## config.mk

```make
export PLATFORM = sky130hd
export DESIGN_NAME = alu_share_ctrl_flat
export DESIGN_NICKNAME = d
export VERILOG_FILES = /design/src/rtl/alu_share_if.sv /design/src/rtl/alu_share_ctrl.sv /design/src/flat_wrapper.sv
export SDC_FILE = /design/constraint.sdc
export NUM_CORES = 1
export LEC_CHECK = 0
export CAP_MARGIN = 20
export CORE_MARGIN = 2
export CORE_UTILIZATION = 37
export DETAILED_ROUTE_END_ITERATION = 16
export PLACE_DENSITY = 0.8
export SLEW_MARGIN = 20
export SYNTH_ARGS = -nofsm -noshare
export SYNTH_HDL_FRONTEND = slang
export SYNTH_SLANG_ARGS = --single-unit
```

## constraint.sdc

```tcl
create_clock -name clk -period 2.45 [get_ports clk]
set_clock_uncertainty 0.2 [all_clocks]
set_input_delay 0.245 -clock clk [delete_from_list [all_inputs] [get_ports clk]]
set_output_delay 0.245 -clock clk [all_outputs]
set_load 0.02 [all_outputs]
```

## src/rtl/alu_share_if.sv

```systemverilog
// Request, response and ALU-side signals of the shared-ALU controller.
// slave: the controller; master: requesters plus the combinational ALU.
interface alu_share_if;
   logic        req0_valid;
   logic        req1_valid;
   logic        req0_ready;
   logic        req1_ready;
   logic [31:0] req0_src0;
   logic [31:0] req0_src1;
   logic [31:0] req1_src0;
   logic [31:0] req1_src1;
   logic [4:0]  req0_op;
   logic [4:0]  req1_op;
   logic        rsp0_valid;
   logic        rsp1_valid;
   logic        rsp0_ready;
   logic        rsp1_ready;
   logic [31:0] rsp_res;
   logic        rsp_err;
   logic [31:0] alu_src0;
   logic [31:0] alu_src1;
   logic [4:0]  alu_op;
   logic [31:0] alu_res;

   modport slave (
      input  req0_valid, req1_valid, req0_src0, req0_src1, req1_src0, req1_src1,
      input  req0_op, req1_op, rsp0_ready, rsp1_ready, alu_res,
      output req0_ready, req1_ready, rsp0_valid, rsp1_valid, rsp_res, rsp_err,
      output alu_src0, alu_src1, alu_op
   );

   modport master (
      output req0_valid, req1_valid, req0_src0, req0_src1, req1_src0, req1_src1,
      output req0_op, req1_op, rsp0_ready, rsp1_ready, alu_res,
      input  req0_ready, req1_ready, rsp0_valid, rsp1_valid, rsp_res, rsp_err,
      input  alu_src0, alu_src1, alu_op
   );
endinterface

```

## src/rtl/alu_share_ctrl.sv

```systemverilog
// Shares one combinational ALU between two requesters with round-robin
// arbitration. One operation per three cycles: accept, execute, respond.
//
// state | meaning
// IDLE  | waiting for a request; arbitration active, ready may be high
// EXEC  | captured operands drive the ALU; result latched at the edge
// RESP  | owner's response valid until its rsp ready is seen
module alu_share_ctrl #(
   parameter bit RR_INIT = 1'b0
) (
   input logic       clk,
   input logic       rst,
   alu_share_if.slave bus
);

   typedef enum logic [1:0] {IDLE, EXEC, RESP} state_t;

   state_t      state;
   logic        ptr;
   logic        owner;
   logic [31:0] src0_q;
   logic [31:0] src1_q;
   logic [4:0]  op_q;
   logic [31:0] res_q;
   logic        err_q;
   logic        rsp0_q;
   logic        rsp1_q;
   logic        grant0;
   logic        grant1;

   function automatic logic op_legal(input logic [4:0] op);
      logic ok;
      case (op)
         5'b00000, 5'b00010, 5'b00100, 5'b00101,
         5'b01001, 5'b01010, 5'b01011, 5'b01110,
         5'b01111, 5'b10000, 5'b10001, 5'b10010: ok = 1'b1;
         default:                                ok = 1'b0;
      endcase
      return ok;
   endfunction

   // Arbitration: a lone requester wins, a tie goes to the pointer's port.
   always_comb begin
      grant0 = bus.req0_valid & (~bus.req1_valid | ~ptr);
      grant1 = bus.req1_valid & (~bus.req0_valid |  ptr);
   end

   // Readies are held low during reset so nothing is handshaken then.
   assign bus.req0_ready = (state == IDLE) & grant0 & ~rst;
   assign bus.req1_ready = (state == IDLE) & grant1 & ~rst;

   assign bus.alu_src0   = src0_q;
   assign bus.alu_src1   = src1_q;
   assign bus.alu_op     = op_q;
   assign bus.rsp0_valid = rsp0_q;
   assign bus.rsp1_valid = rsp1_q;
   assign bus.rsp_res    = res_q;
   assign bus.rsp_err    = err_q;

   // Sequencer: capture, execute, hold response until the owner takes it.
   always_ff @(posedge clk) begin
      if (rst) begin
         state  <= IDLE;
         ptr    <= RR_INIT;
         owner  <= 1'b0;
         src0_q <= '0;
         src1_q <= '0;
         op_q   <= '0;
         res_q  <= '0;
         err_q  <= 1'b0;
         rsp0_q <= 1'b0;
         rsp1_q <= 1'b0;
      end else begin
         case (state)
            IDLE: begin
               if (grant0 | grant1) begin
                  owner  <= grant1;
                  src0_q <= grant1 ? bus.req1_src0 : bus.req0_src0;
                  src1_q <= grant1 ? bus.req1_src1 : bus.req0_src1;
                  op_q   <= grant1 ? bus.req1_op   : bus.req0_op;
                  state  <= EXEC;
               end
            end
            EXEC: begin
               res_q  <= op_legal(op_q) ? bus.alu_res : '0;
               err_q  <= ~op_legal(op_q);
               rsp0_q <= ~owner;
               rsp1_q <= owner;
               state  <= RESP;
            end
            RESP: begin
               if (owner ? bus.rsp1_ready : bus.rsp0_ready) begin
                  rsp0_q <= 1'b0;
                  rsp1_q <= 1'b0;
                  ptr    <= ~owner;
                  state  <= IDLE;
               end
            end
            default: state <= IDLE;
         endcase
      end
   end

endmodule

```

## src/flat_wrapper.sv

```systemverilog
// flat-port wrapper written by rule: the top's interface ports become plain ports
module alu_share_ctrl_flat 
#(
   parameter bit RR_INIT = 1'b0
)
  (clk, rst, bus_req0_valid, bus_req1_valid, bus_req0_src0, bus_req0_src1, bus_req1_src0, bus_req1_src1, bus_req0_op, bus_req1_op, bus_rsp0_ready, bus_rsp1_ready, bus_alu_res, bus_req0_ready, bus_req1_ready, bus_rsp0_valid, bus_rsp1_valid, bus_rsp_res, bus_rsp_err, bus_alu_src0, bus_alu_src1, bus_alu_op);
  alu_share_if bus_i ();
  input logic clk;
  input logic rst;
  input wire logic [$bits(bus_i.req0_valid)-1:0] bus_req0_valid;
  input wire logic [$bits(bus_i.req1_valid)-1:0] bus_req1_valid;
  input wire logic [$bits(bus_i.req0_src0)-1:0] bus_req0_src0;
  input wire logic [$bits(bus_i.req0_src1)-1:0] bus_req0_src1;
  input wire logic [$bits(bus_i.req1_src0)-1:0] bus_req1_src0;
  input wire logic [$bits(bus_i.req1_src1)-1:0] bus_req1_src1;
  input wire logic [$bits(bus_i.req0_op)-1:0] bus_req0_op;
  input wire logic [$bits(bus_i.req1_op)-1:0] bus_req1_op;
  input wire logic [$bits(bus_i.rsp0_ready)-1:0] bus_rsp0_ready;
  input wire logic [$bits(bus_i.rsp1_ready)-1:0] bus_rsp1_ready;
  input wire logic [$bits(bus_i.alu_res)-1:0] bus_alu_res;
  output wire logic [$bits(bus_i.req0_ready)-1:0] bus_req0_ready;
  output wire logic [$bits(bus_i.req1_ready)-1:0] bus_req1_ready;
  output wire logic [$bits(bus_i.rsp0_valid)-1:0] bus_rsp0_valid;
  output wire logic [$bits(bus_i.rsp1_valid)-1:0] bus_rsp1_valid;
  output wire logic [$bits(bus_i.rsp_res)-1:0] bus_rsp_res;
  output wire logic [$bits(bus_i.rsp_err)-1:0] bus_rsp_err;
  output wire logic [$bits(bus_i.alu_src0)-1:0] bus_alu_src0;
  output wire logic [$bits(bus_i.alu_src1)-1:0] bus_alu_src1;
  output wire logic [$bits(bus_i.alu_op)-1:0] bus_alu_op;
  assign bus_i.req0_valid = bus_req0_valid;
  assign bus_i.req1_valid = bus_req1_valid;
  assign bus_i.req0_src0 = bus_req0_src0;
  assign bus_i.req0_src1 = bus_req0_src1;
  assign bus_i.req1_src0 = bus_req1_src0;
  assign bus_i.req1_src1 = bus_req1_src1;
  assign bus_i.req0_op = bus_req0_op;
  assign bus_i.req1_op = bus_req1_op;
  assign bus_i.rsp0_ready = bus_rsp0_ready;
  assign bus_i.rsp1_ready = bus_rsp1_ready;
  assign bus_i.alu_res = bus_alu_res;
  assign bus_req0_ready = bus_i.req0_ready;
  assign bus_req1_ready = bus_i.req1_ready;
  assign bus_rsp0_valid = bus_i.rsp0_valid;
  assign bus_rsp1_valid = bus_i.rsp1_valid;
  assign bus_rsp_res = bus_i.rsp_res;
  assign bus_rsp_err = bus_i.rsp_err;
  assign bus_alu_src0 = bus_i.alu_src0;
  assign bus_alu_src1 = bus_i.alu_src1;
  assign bus_alu_op = bus_i.alu_op;
  alu_share_ctrl #(.RR_INIT(RR_INIT)) u_core (.clk(clk), .rst(rst), .bus(bus_i));
endmodule
```

==> qor.csv <==
metric;value;unit
outcome;finished clean;
tns;0;ns
peakVddDrop;320;µV
ys.flop_type;dfxtp_1;
antenna_found_initial;0;
fin_nets;1000;
dp_cells;981;
instances_no_fill;996;
maxSlewHeadroom;36.5;%
clockBufferDepth;2;
syn_to_final_growth;68.3;%
r2r_setup_slack;0.37;ns
async_reset_ff_share;0;%
clock-sinks;109;
cp_max_fo;11;
arrival;1.88;ns
synth_common_cells;dfxtp_1, nand2_1, nand3_1;
timing.final.crit_share;94.9;%
yosysTopAreaCellShare;47.3;%
yosys.area.top_type;dfxtp_1;
hpwl;12.1;mm
syn_area_per_cell;7.90;µm²
cts_resized;0;
synth_area;4620;µm²
maxSlewViolCount;0;
drt_wl_total;16.5;mm
drt_pass1_iterations;5;
fillers;1038;
tritoncts;yes;
worst_slew_pin_slew;0.953;ns
reg2reg_from;u_core.ptr$_SDFFE_PP0P_;
pre_cts_slack;0.103;ns
cts_hold_buf;0;
period_minus_slack;2.33;ns
yosys.cell_types.count;30;
drc;0;
die-area;13400;µm²
seqCellArea;2180;µm²
final.setup.worst_slack;0.124;ns
ys_warn_count;0;
start_util;38.1;%
maxCapViolations;0;
layout-drive-gt1-share;4.11;%
antenna_cells;0;
grt_max_degree;92;
vias;5264;
setup.worst_path.end;bus_req1_ready;
num_rows;40;
place.gp.congestion;0.869;
cts_buffers;9;
clk_pin_slew_worst_paths;0.07;ns
drtIter0Drc;377;
htreeDepth;3;
overflow;0;
power.leakage;2.85;nW
worstReg2RegEnd;u_core.bus.alu_src1[23]$_SDFFE_PP0N_;
rsz0062_at_grt;no;
io-pin-count;282;
ff2ff_path_depth;4;
clock_latency;0.34;ns
synth_seq_area_share;47.3;%
ant_nets;0;
multiInputGateArea;2180;µm²
critPathKind;reg -> out;
core_area;12100;µm²
grt_pass1_vias;5098;
cp-start-kind;flip-flop;
ys_ff_latch;109;
synth_edf_count;0;
fmax;0.430;GHz
port_buffers;281;
cp.required;2.01;ns
wl_per_cell;16.6;µm
synth_cells;584;
hold_viol;0;
postCtsSetupBuffers;0;
grt_util_all_layers;23.7;%
critPathCaptureType;output pin;
synth.most_common_cell;dfxtp_1;
clock_tree.root_cell;clkbuf_16;
worstSetupStartpoint;u_core.ptr$_SDFFE_PP0P_;
die_w;116;µm
routed_via_density;5.29;
hold_path.class;in -> reg;
p_per_area;655;nW/µm²
syn_nets;760;
dieHeight;116;µm
synth_top_cells_by_area;dfxtp_1, a311oi_1, nand3_1;
grt_first_pass_wirelength;25.2;mm
setup_viol;0;
layout make-up:
class | count | area share [%]
tap | 168 | 2.71
clock buffer | 12 | 3.30
timing repair buffer | 291 | 37.4
clock inverter | 3 | 0.274
sequential | 109 | 28.1
inverter | 3 | 0.145
multi-input combinational | 410 | 28.1
through the flow:
step / utilization [%] / power (mW) / area (µm²) / hold WS, ns
6_report: 64.1 / 5.08 / 7770 / 0.0734
5_1_grt: 64.1 / 5.33 / 7770 / 0.0868
4_1_cts: 64.1 / 5.13 / 7770 / 0.0577
3_5_place_dp: 61.8 / 3.75 / 7490 / 0.246
3_3_place_gp: 61.8 / 3.71 / 7490 / 0.238
2_1_floorplan: - / 2.94 / 4620 / 0.208
report_power, final:
part	switching, mW	internal, mW
clock network	0.625	0.741
logic	0.850	0.782
registers	0.113	1.97
total	1.59	3.49
registers in the layout (all words and copies together), names as in the netlist, named ones only:
signal,cells
u_core.bus.alu_op,5
u_core.bus.alu_src0,32
u_core.bus.alu_src1,32
u_core.bus.rsp0_valid,1
u_core.bus.rsp1_valid,1
u_core.bus.rsp_err,1
u_core.bus.rsp_res,32
u_core.owner,1
u_core.ptr,1
u_core.state,2
cells by family after synthesis:
family,Yosys count,share of synthesized area [%]
AO/OA/AOI/OAI,117,19.5
XOR/XNOR,1,0.190
buffers and inverters,65,5.67
flip-flops,109,47.3
multiplexers,1,0.217
AND/OR/NAND/NOR,291,27.2
critical path, stage by stage, from the launching register on:
cell and delay, ns:
dfxtp_1 0.41, nand2b_2 0.27, and3_1 0.22, clkdlybuf4s50_1 0.64
per-layer routing:
layer / GRT usage, % / part of all wire, % / vias to the layer above
met5: 0 / 0 / -
met1: 26.7 / 39 / 2437
li1: - / - / 2552
met4: 10.0 / 2.8 / 0
met3: 7.90 / 9.8 / 32
met2: 41.1 / 49 / 243
worst min-delay path by stage:
stage                                              from                                    to  cells past startpoint
detailed placement  u_core.bus.rsp_res[13]$_SDFFE_PP0P_   u_core.bus.rsp_res[13]$_SDFFE_PP0P_                      2
floorplan                              bus_req0_src0[0]   u_core.bus.alu_src0[0]$_SDFFE_PP0N_                      2
CTS                                                 rst  u_core.bus.alu_src1[28]$_SDFFE_PP0N_                      2
global route                                        rst  u_core.bus.alu_src1[28]$_SDFFE_PP0N_                      2
finish                                              rst  u_core.bus.alu_src1[30]$_SDFFE_PP0N_                      2
global placement    u_core.bus.rsp_res[20]$_SDFFE_PP0P_   u_core.bus.rsp_res[20]$_SDFFE_PP0P_                      2
layout by cell type (no fill, tap or decap), types with 3 or more instances in the layout:
master and n:
clkdlybuf4s50_1 279, dfxtp_1 109, nand2_1 101, inv_1 3, a311oi_1 66, nand3_1 100
buf_4 9, a21oi_1 37, clkbuf_16 9, nor2_1 75, and3_1 3, o21ai_0 5
No activity file was read; power rests on OpenSTA's default activity.
